<file path="config.mk">
export PLATFORM = sky130hd
export DESIGN_NAME = tilelink_n_to_1_arbiter
export DESIGN_NICKNAME = d
export VERILOG_FILES = /design/src/rtl/tilelink_n_to_1_arbiter.sv
export SDC_FILE = /design/constraint.sdc
export NUM_CORES = 1
export LEC_CHECK = 0
export ABC_AREA = 1
export CORE_AREA = 2 2 165 167
export DETAILED_ROUTE_END_ITERATION = 8
export DIE_AREA = 0 0 167 169
export PLACE_DENSITY_LB_ADDON = 0.2
export SLEW_MARGIN = 10
export SYNTH_ARGS = -nofsm -noshare
export SYNTH_HDL_FRONTEND = slang
export SYNTH_SLANG_ARGS = --single-unit
</file>
<file path="constraint.sdc">
create_clock -name tilelink_clock_i -period 3.35 [get_ports tilelink_clock_i]
set_input_delay 0.5025 -clock tilelink_clock_i [delete_from_list [all_inputs] [get_ports tilelink_clock_i]]
set_output_delay 0.5025 -clock tilelink_clock_i [all_outputs]
set_load 0.02 [all_outputs]
</file>
<file path="src/rtl/tilelink_n_to_1_arbiter.sv">
// TileLink-UL/UH N-to-1 arbiter.
// A channel: round-robin grant with burst locking, then one registered slice.
// The winning master index is prepended to a_source so that D responses can
// be steered back to their owner by stripping that tag combinationally.
//
// Handshake rule on every channel: a beat transfers on a clock edge where
// valid and ready are both high; valid never waits on ready, and once a
// registered output is valid its payload holds until ready is seen.
module tilelink_n_to_1_arbiter #(
  parameter int N     = 2,
  parameter int TL_DW = 32,
  parameter int TL_AW = 32,
  parameter int TL_RS = 4,
  parameter int TL_SZ = 4
) (
  input  logic                           tilelink_clock_i,
  input  logic                           tilelink_reset_i,
  // Master-side A channel
  input  logic [3*N-1:0]                 master_a_opcode,
  input  logic [3*N-1:0]                 master_a_param,
  input  logic [TL_SZ*N-1:0]             master_a_size,
  input  logic [TL_RS*N-1:0]             master_a_source,
  input  logic [TL_AW*N-1:0]             master_a_address,
  input  logic [(TL_DW/8)*N-1:0]         master_a_mask,
  input  logic [TL_DW*N-1:0]             master_a_data,
  input  logic [N-1:0]                   master_a_corrupt,
  input  logic [N-1:0]                   master_a_valid,
  output logic [N-1:0]                   master_a_ready,
  // Master-side D channel
  output logic [3*N-1:0]                 master_d_opcode,
  output logic [2*N-1:0]                 master_d_param,
  output logic [TL_SZ*N-1:0]             master_d_size,
  output logic [TL_RS*N-1:0]             master_d_source,
  output logic [N-1:0]                   master_d_denied,
  output logic [TL_DW*N-1:0]             master_d_data,
  output logic [N-1:0]                   master_d_corrupt,
  output logic [N-1:0]                   master_d_valid,
  input  logic [N-1:0]                   master_d_ready,
  // Slave-side A channel (registered)
  output logic [2:0]                     slave_a_opcode,
  output logic [2:0]                     slave_a_param,
  output logic [TL_SZ-1:0]               slave_a_size,
  output logic [TL_RS+$clog2(N)-1:0]     slave_a_source,
  output logic [TL_AW-1:0]               slave_a_address,
  output logic [TL_DW/8-1:0]             slave_a_mask,
  output logic [TL_DW-1:0]               slave_a_data,
  output logic                           slave_a_corrupt,
  output logic                           slave_a_valid,
  input  logic                           slave_a_ready,
  // Slave-side D channel
  input  logic [2:0]                     slave_d_opcode,
  input  logic [1:0]                     slave_d_param,
  input  logic [TL_SZ-1:0]               slave_d_size,
  input  logic [TL_RS+$clog2(N)-1:0]     slave_d_source,
  input  logic                           slave_d_denied,
  input  logic [TL_DW-1:0]               slave_d_data,
  input  logic                           slave_d_corrupt,
  input  logic                           slave_d_valid,
  output logic                           slave_d_ready,
  // Debug view of the arbitration state
  output logic                           dbg_lock_o,
  output logic [$clog2(N)-1:0]           dbg_lock_idx_o,
  output logic [$clog2(N)-1:0]           dbg_rr_ptr_o,
  output logic [12:0]                    dbg_beat_cnt_o
);

  localparam int IW = $clog2(N);
  localparam int MW = TL_DW / 8;
  localparam int B  = $clog2(MW);
  localparam int CW = 13;

  typedef logic [IW-1:0] idx_t;
  typedef enum logic { S_IDLE = 1'b0, S_BURST = 1'b1 } state_t;

  state_t          state_q;
  idx_t            lock_idx_q;
  idx_t            rr_q;
  logic [CW-1:0]   cnt_q;
  logic            a_valid_q;

  logic [2:0]       a_opcode_q;
  logic [2:0]       a_param_q;
  logic [TL_SZ-1:0] a_size_q;
  logic [TL_RS+IW-1:0] a_source_q;
  logic [TL_AW-1:0] a_address_q;
  logic [MW-1:0]    a_mask_q;
  logic [TL_DW-1:0] a_data_q;
  logic             a_corrupt_q;

  logic             advance;
  logic             gnt_found;
  idx_t             gnt_idx;
  logic             accept;
  int               scan_c;

  logic [2:0]       sel_opcode;
  logic [2:0]       sel_param;
  logic [TL_SZ-1:0] sel_size;
  logic [TL_RS-1:0] sel_source;
  logic [TL_AW-1:0] sel_address;
  logic [MW-1:0]    sel_mask;
  logic [TL_DW-1:0] sel_data;
  logic             sel_corrupt;

  logic             sel_multi;
  logic [CW-1:0]    sel_len_m1;

  idx_t             d_idx;

  // Wrap an index to the next master, modulo N.
  function automatic idx_t inc_idx(input idx_t v);
    if (v == idx_t'(N - 1)) return '0;
    return v + 1'b1;
  endfunction

  // The output slice can take a new beat when empty or draining this cycle.
  assign advance = !a_valid_q || slave_a_ready;

  // Grant: locked master only while in a burst, otherwise first valid from rr_q.
  always_comb begin
    gnt_found = 1'b0;
    gnt_idx   = '0;
    scan_c    = 0;
    if (state_q == S_BURST) begin
      gnt_found = master_a_valid[lock_idx_q];
      gnt_idx   = lock_idx_q;
    end else begin
      for (int k = 0; k < N; k++) begin
        scan_c = int'(rr_q) + k;
        if (scan_c >= N) scan_c = scan_c - N;
        if (!gnt_found && master_a_valid[idx_t'(scan_c)]) begin
          gnt_found = 1'b1;
          gnt_idx   = idx_t'(scan_c);
        end
      end
    end
  end

  assign accept = gnt_found && advance;

  // One-hot ready back to the winning master only.
  always_comb begin
    master_a_ready = '0;
    for (int i = 0; i < N; i++) begin
      master_a_ready[i] = accept && (gnt_idx == idx_t'(i));
    end
  end

  // Select the winning master's A payload.
  always_comb begin
    sel_opcode  = '0;
    sel_param   = '0;
    sel_size    = '0;
    sel_source  = '0;
    sel_address = '0;
    sel_mask    = '0;
    sel_data    = '0;
    sel_corrupt = 1'b0;
    for (int i = 0; i < N; i++) begin
      if (gnt_idx == idx_t'(i)) begin
        sel_opcode  = master_a_opcode[i*3 +: 3];
        sel_param   = master_a_param[i*3 +: 3];
        sel_size    = master_a_size[i*TL_SZ +: TL_SZ];
        sel_source  = master_a_source[i*TL_RS +: TL_RS];
        sel_address = master_a_address[i*TL_AW +: TL_AW];
        sel_mask    = master_a_mask[i*MW +: MW];
        sel_data    = master_a_data[i*TL_DW +: TL_DW];
        sel_corrupt = master_a_corrupt[i];
      end
    end
  end

  // Only data-carrying opcodes (0..3) larger than one beat and at most 4 KiB burst.
  always_comb begin
    sel_multi  = !sel_opcode[2] && (int'(sel_size) > B) && (int'(sel_size) <= 12);
    sel_len_m1 = '0;
    if (sel_multi) begin
      sel_len_m1 = CW'((32'd1 << (int'(sel_size) - B)) - 32'd1);
    end
  end

  // Lock FSM, round-robin pointer, beat counter and output-slice valid.
  always_ff @(posedge tilelink_clock_i or posedge tilelink_reset_i) begin
    if (tilelink_reset_i) begin
      state_q    <= S_IDLE;
      lock_idx_q <= '0;
      rr_q       <= '0;
      cnt_q      <= '0;
      a_valid_q  <= 1'b0;
    end else begin
      if (advance) a_valid_q <= accept;
      if (accept) begin
        case (state_q)
          S_IDLE: begin
            if (sel_multi) begin
              state_q    <= S_BURST;
              lock_idx_q <= gnt_idx;
              cnt_q      <= sel_len_m1;
            end else begin
              rr_q <= inc_idx(gnt_idx);
            end
          end
          S_BURST: begin
            cnt_q <= cnt_q - 1'b1;
            if (cnt_q == CW'(1)) begin
              state_q <= S_IDLE;
              rr_q    <= inc_idx(gnt_idx);
            end
          end
          default: state_q <= S_IDLE;
        endcase
      end
    end
  end

  // Output payload loads on accept and holds while the slave stalls.
  always_ff @(posedge tilelink_clock_i) begin
    if (accept) begin
      a_opcode_q  <= sel_opcode;
      a_param_q   <= sel_param;
      a_size_q    <= sel_size;
      a_source_q  <= {gnt_idx, sel_source};
      a_address_q <= sel_address;
      a_mask_q    <= sel_mask;
      a_data_q    <= sel_data;
      a_corrupt_q <= sel_corrupt;
    end
  end

  assign slave_a_opcode  = a_opcode_q;
  assign slave_a_param   = a_param_q;
  assign slave_a_size    = a_size_q;
  assign slave_a_source  = a_source_q;
  assign slave_a_address = a_address_q;
  assign slave_a_mask    = a_mask_q;
  assign slave_a_data    = a_data_q;
  assign slave_a_corrupt = a_corrupt_q;
  assign slave_a_valid   = a_valid_q;

  assign dbg_lock_o     = (state_q == S_BURST);
  assign dbg_lock_idx_o = lock_idx_q;
  assign dbg_rr_ptr_o   = rr_q;
  assign dbg_beat_cnt_o = cnt_q;

  assign d_idx = slave_d_source[TL_RS+IW-1:TL_RS];

  // D steering by tag; an out-of-range tag is sunk (ready high, no valid).
  always_comb begin
    master_d_valid = '0;
    slave_d_ready  = 1'b1;
    for (int i = 0; i < N; i++) begin
      if (d_idx == idx_t'(i)) begin
        master_d_valid[i] = slave_d_valid;
        slave_d_ready     = master_d_ready[i];
      end
    end
  end

  assign master_d_opcode  = {N{slave_d_opcode}};
  assign master_d_param   = {N{slave_d_param}};
  assign master_d_size    = {N{slave_d_size}};
  assign master_d_source  = {N{slave_d_source[TL_RS-1:0]}};
  assign master_d_denied  = {N{slave_d_denied}};
  assign master_d_data    = {N{slave_d_data}};
  assign master_d_corrupt = {N{slave_d_corrupt}};

endmodule

</file>
==> reports/summary.txt <==
Outcome = completed
CP max-delay cell = clkdlybuf4s50_1
Max-cap viol count = 0
Unique cell type count in the Yosys netlist = 32
Most common cell after layout, fill and taps aside = nand2_1
Ports = 422
Share of cells above drive strength 1 = 7.667%
Post-Synthesis Cells = 692
Final min period = 3150 ps
Worst-case clock skew = 14.99 ps
Kind of critical path = in -> out
Syn_area_per_cell = 8.415 sq um
Die width = 167 um
CP cell instances = clkdlybuf4s50_1 > inv_1 > nor2_2 > nand2_4 > nand2_8 > buf_4 > buf_4 > nor2_1 > clkdlybuf4s50_1
Vias = 5144
Register bit count reported by yosys = 101
CORE AREA = 26500 sq um
Total track usage = 15.32%
First-pass GRT wire length = 32.42 mm
Htree depth = 3
Die Span Y = 169 um
CP startpoint kind = primary input
Max Fclk = 0.3174 GHz
VDD IR max = 351.4 uV
Post-DP HPWL = 17.27 mm
Worst slew pin tran = 875.7 ps
CP Max Fanout = 50
Nets = 1127
HP Class = reg -> reg
Finished Layout Cells = 1243
Crit path to = master_a_ready[0]
Slack of the critical path = 199.8 ps
Final setup fails = 0
WP depth = 9
Initial antenna violation count = 3
Pwr per Cell Area = 935.1 nW/um^2
# clock sinks = 101
Routed WL = 22.35 mm
Vias in the first global route = 5025
Most frequent cells in the layout = nand2_1, clkdlybuf4s50_1, edfxtp_1
CTS tree = yes
Initial DRC count = 259
R2r endpoint = dbg_beat_cnt_o[6]
CTS Hold Bufs = 0
Rows = 60
Clock transition at the registers of the reported paths = 70 ps
Largest net degree at the start of global routing = 79
Placed insts = 1225
P_leak = 3.697 nW
Cts bufs inserted = 9
Syn Std Cell Area = 5823 sq um
FF-to-FF setup slack = 420 ps
Routed vias/inst = 4.138
CP endpoint kind = output pin
Setup crit start = master_a_valid[1]
Critical Path RT = 2850 ps
Fin. Hold Viols = 0
Final RePlAce weighted congestion = 0.8334
Post-CTS setup repair buffer count = 0
R2R depth = 20
CP peak stage delay = 570 ps
Worst-Skew Late Latency = 360 ps
CTS Root Cell = clkbuf_16
Initial Util = 21.97%
Finished Core Util = 33.16%
Wire per inst = 17.98 um
IO Port Bufs = 280
Final period util = 94.04%
Synth Net Count = 924
DRC errors left = 0
DIE AREA = 28220 sq um
Crit path DAT = 2650 ps
Final ANT Viol Nets = 0
R2R Path Start = dbg_lock_o
Yosys warns = 0
Congestion Overflow GR = 0
Max-slew violation count = 0
Placement Setup Slack = -172.5 ps
Top cell family by delay on the critical path = buffers and inverters
Post-synthesis sequential area ratio = 50.62%
Bufs and invs on worst path = 5
Pre-Repair DR Iteration Count = 4
Worst slew margin = 41.62%
CTS Buffer Depth = 2
Area delta synth->final = 50.90%
## layer usage
| metal | wire (um) | global-route usage (%) | up-vias | share of wire [%] |
|---|---|---|---|---|
| li1 | - | - | 2524 | - |
| met2 | 11220 | 27.11 | 229 | 50 |
| met3 | 2161 | 5.378 | 65 | 9.7 |
| met5 | 23 | 0 | - | 0.10 |
| met1 | 8297 | 16.92 | 2322 | 37 |
| met4 | 654 | 5.772 | 4 | 2.9 |
## worst min-delay path: cells and delay by family (launching register included)
| kind | cells | cell delay (ps) |
|---|---|---|
| buffers and inverters | 1 | 70 |
| AO/OA/AOI/OAI | 1 | 80 |
| flip-flops | 1 | 380 |
## how the worst min path moves through the flow
stage / start / endpoint / slack (ps) / cells after the start
2_1_floorplan: tilelink_reset_i / dbg_beat_cnt_o[0] / 430 / 1
3_3_place_gp: dbg_rr_ptr_o / dbg_rr_ptr_o / 530 / 2
3_5_place_dp: dbg_rr_ptr_o / dbg_rr_ptr_o / 550 / 2
4_1_cts: slave_a_valid / slave_a_valid / 570 / 2
5_1_grt: dbg_rr_ptr_o / dbg_rr_ptr_o / 600 / 2
6_report: slave_a_valid / slave_a_valid / 560 / 2
## power breakdown
| group | switching (mW) | internal (mW) |
|---|---|---|
| Sequential | 0.217 | 2.18 |
| Clock | 0.537 | 0.526 |
| Combinational | 2.86 | 1.90 |
| Total | 3.61 | 4.61 |
## kinds of logic (layout without fill, tap and decap cells)
kind of cell | after synthesis | count (layout) | share of synthesized area (%)
buf+inv | 159 | 367 | 16.50
flops | 101 | 101 | 50.62
simple gates | 367 | 367 | 25.25
mux | 1 | 1 | 0.1934
xor+xnor | 3 | 3 | 0.4513
fa+ha+maj | 10 | 10 | 2.149
other cells | 0 | 2 | 0
compound gates | 51 | 51 | 4.835
## what timing repair did
item / 4_1_cts / 5_1_grt
setup endpoints to repair: 0 / 3
resized for setup: 0 / 4
endpoints found under the hold margin: 0 / 0
## sequential cells by signal, summed over array words and instances (netlist names), 3 cells and up
register         cells
dbg_beat_cnt_o      13
slave_a_opcode       3
slave_a_data        32
slave_a_address     32
slave_a_param        3
slave_a_mask         4
slave_a_source       5
slave_a_size         4
## cell type report
type | count | area [sq um]
inverter | 43 | 165.2
antenna | 2 | 5.005
clock buffer | 9 | 225.2
timing repair buffer | 308 | 3025
clock inverter | 7 | 67.56
multi-input combinational | 432 | 1924
tap | 341 | 426.7
sequential | 101 | 2948
fill | 2793 | 17710
## through the flow
| step | cell area [sq um] | total power, mW | hold WS, ps | TNS (ps) |
|---|---|---|---|---|
| after global placement | 8479 | 7.254 | 533.3 | -261.2 |
| after floorplan | 5827 | 5.127 | 428.6 | 0 |
| after detailed placement | 8479 | 7.252 | 550.2 | -661.6 |
| final | 8787 | 8.217 | 559.8 | 0 |
| after CTS | 8772 | 8.359 | 566.4 | 0 |
| after global routing | 8782 | 8.839 | 604.3 | -5.128 |
## synth_stat cells
cell,instances,area [sq um]
nand2_2,6,37.54
or2_2,1,6.260
a21oi_1,12,60.06
o21ai_1,10,50.05
nor3_1,4,20.02
buf_1,1,3.750
inv_1,36,135.1
buf_6,1,11.26
nand2_1,284,1066
nor2_1,42,157.7
o211ai_2,1,12.51
xor2_1,3,26.28
a31oi_1,5,31.28
o21a_1,1,7.510
inv_2,7,26.28
a22oi_1,1,7.510
clkbuf_1,19,71.32
nor2_2,4,25.02
nand4_1,4,25.02
nand2_8,1,20.02
dfrtp_1,17,425.4
ha_1,10,125.1
nand2_4,1,11.26
o31ai_1,1,7.510
o21ai_0,18,90.09
o211ai_1,1,7.510
o21bai_1,1,7.510
edfxtp_1,84,2522
buf_4,95,713.2
mux2_2,1,11.26
nor4_1,1,6.260
nand3_1,19,95.09
(Power assumes the default switching activity.)
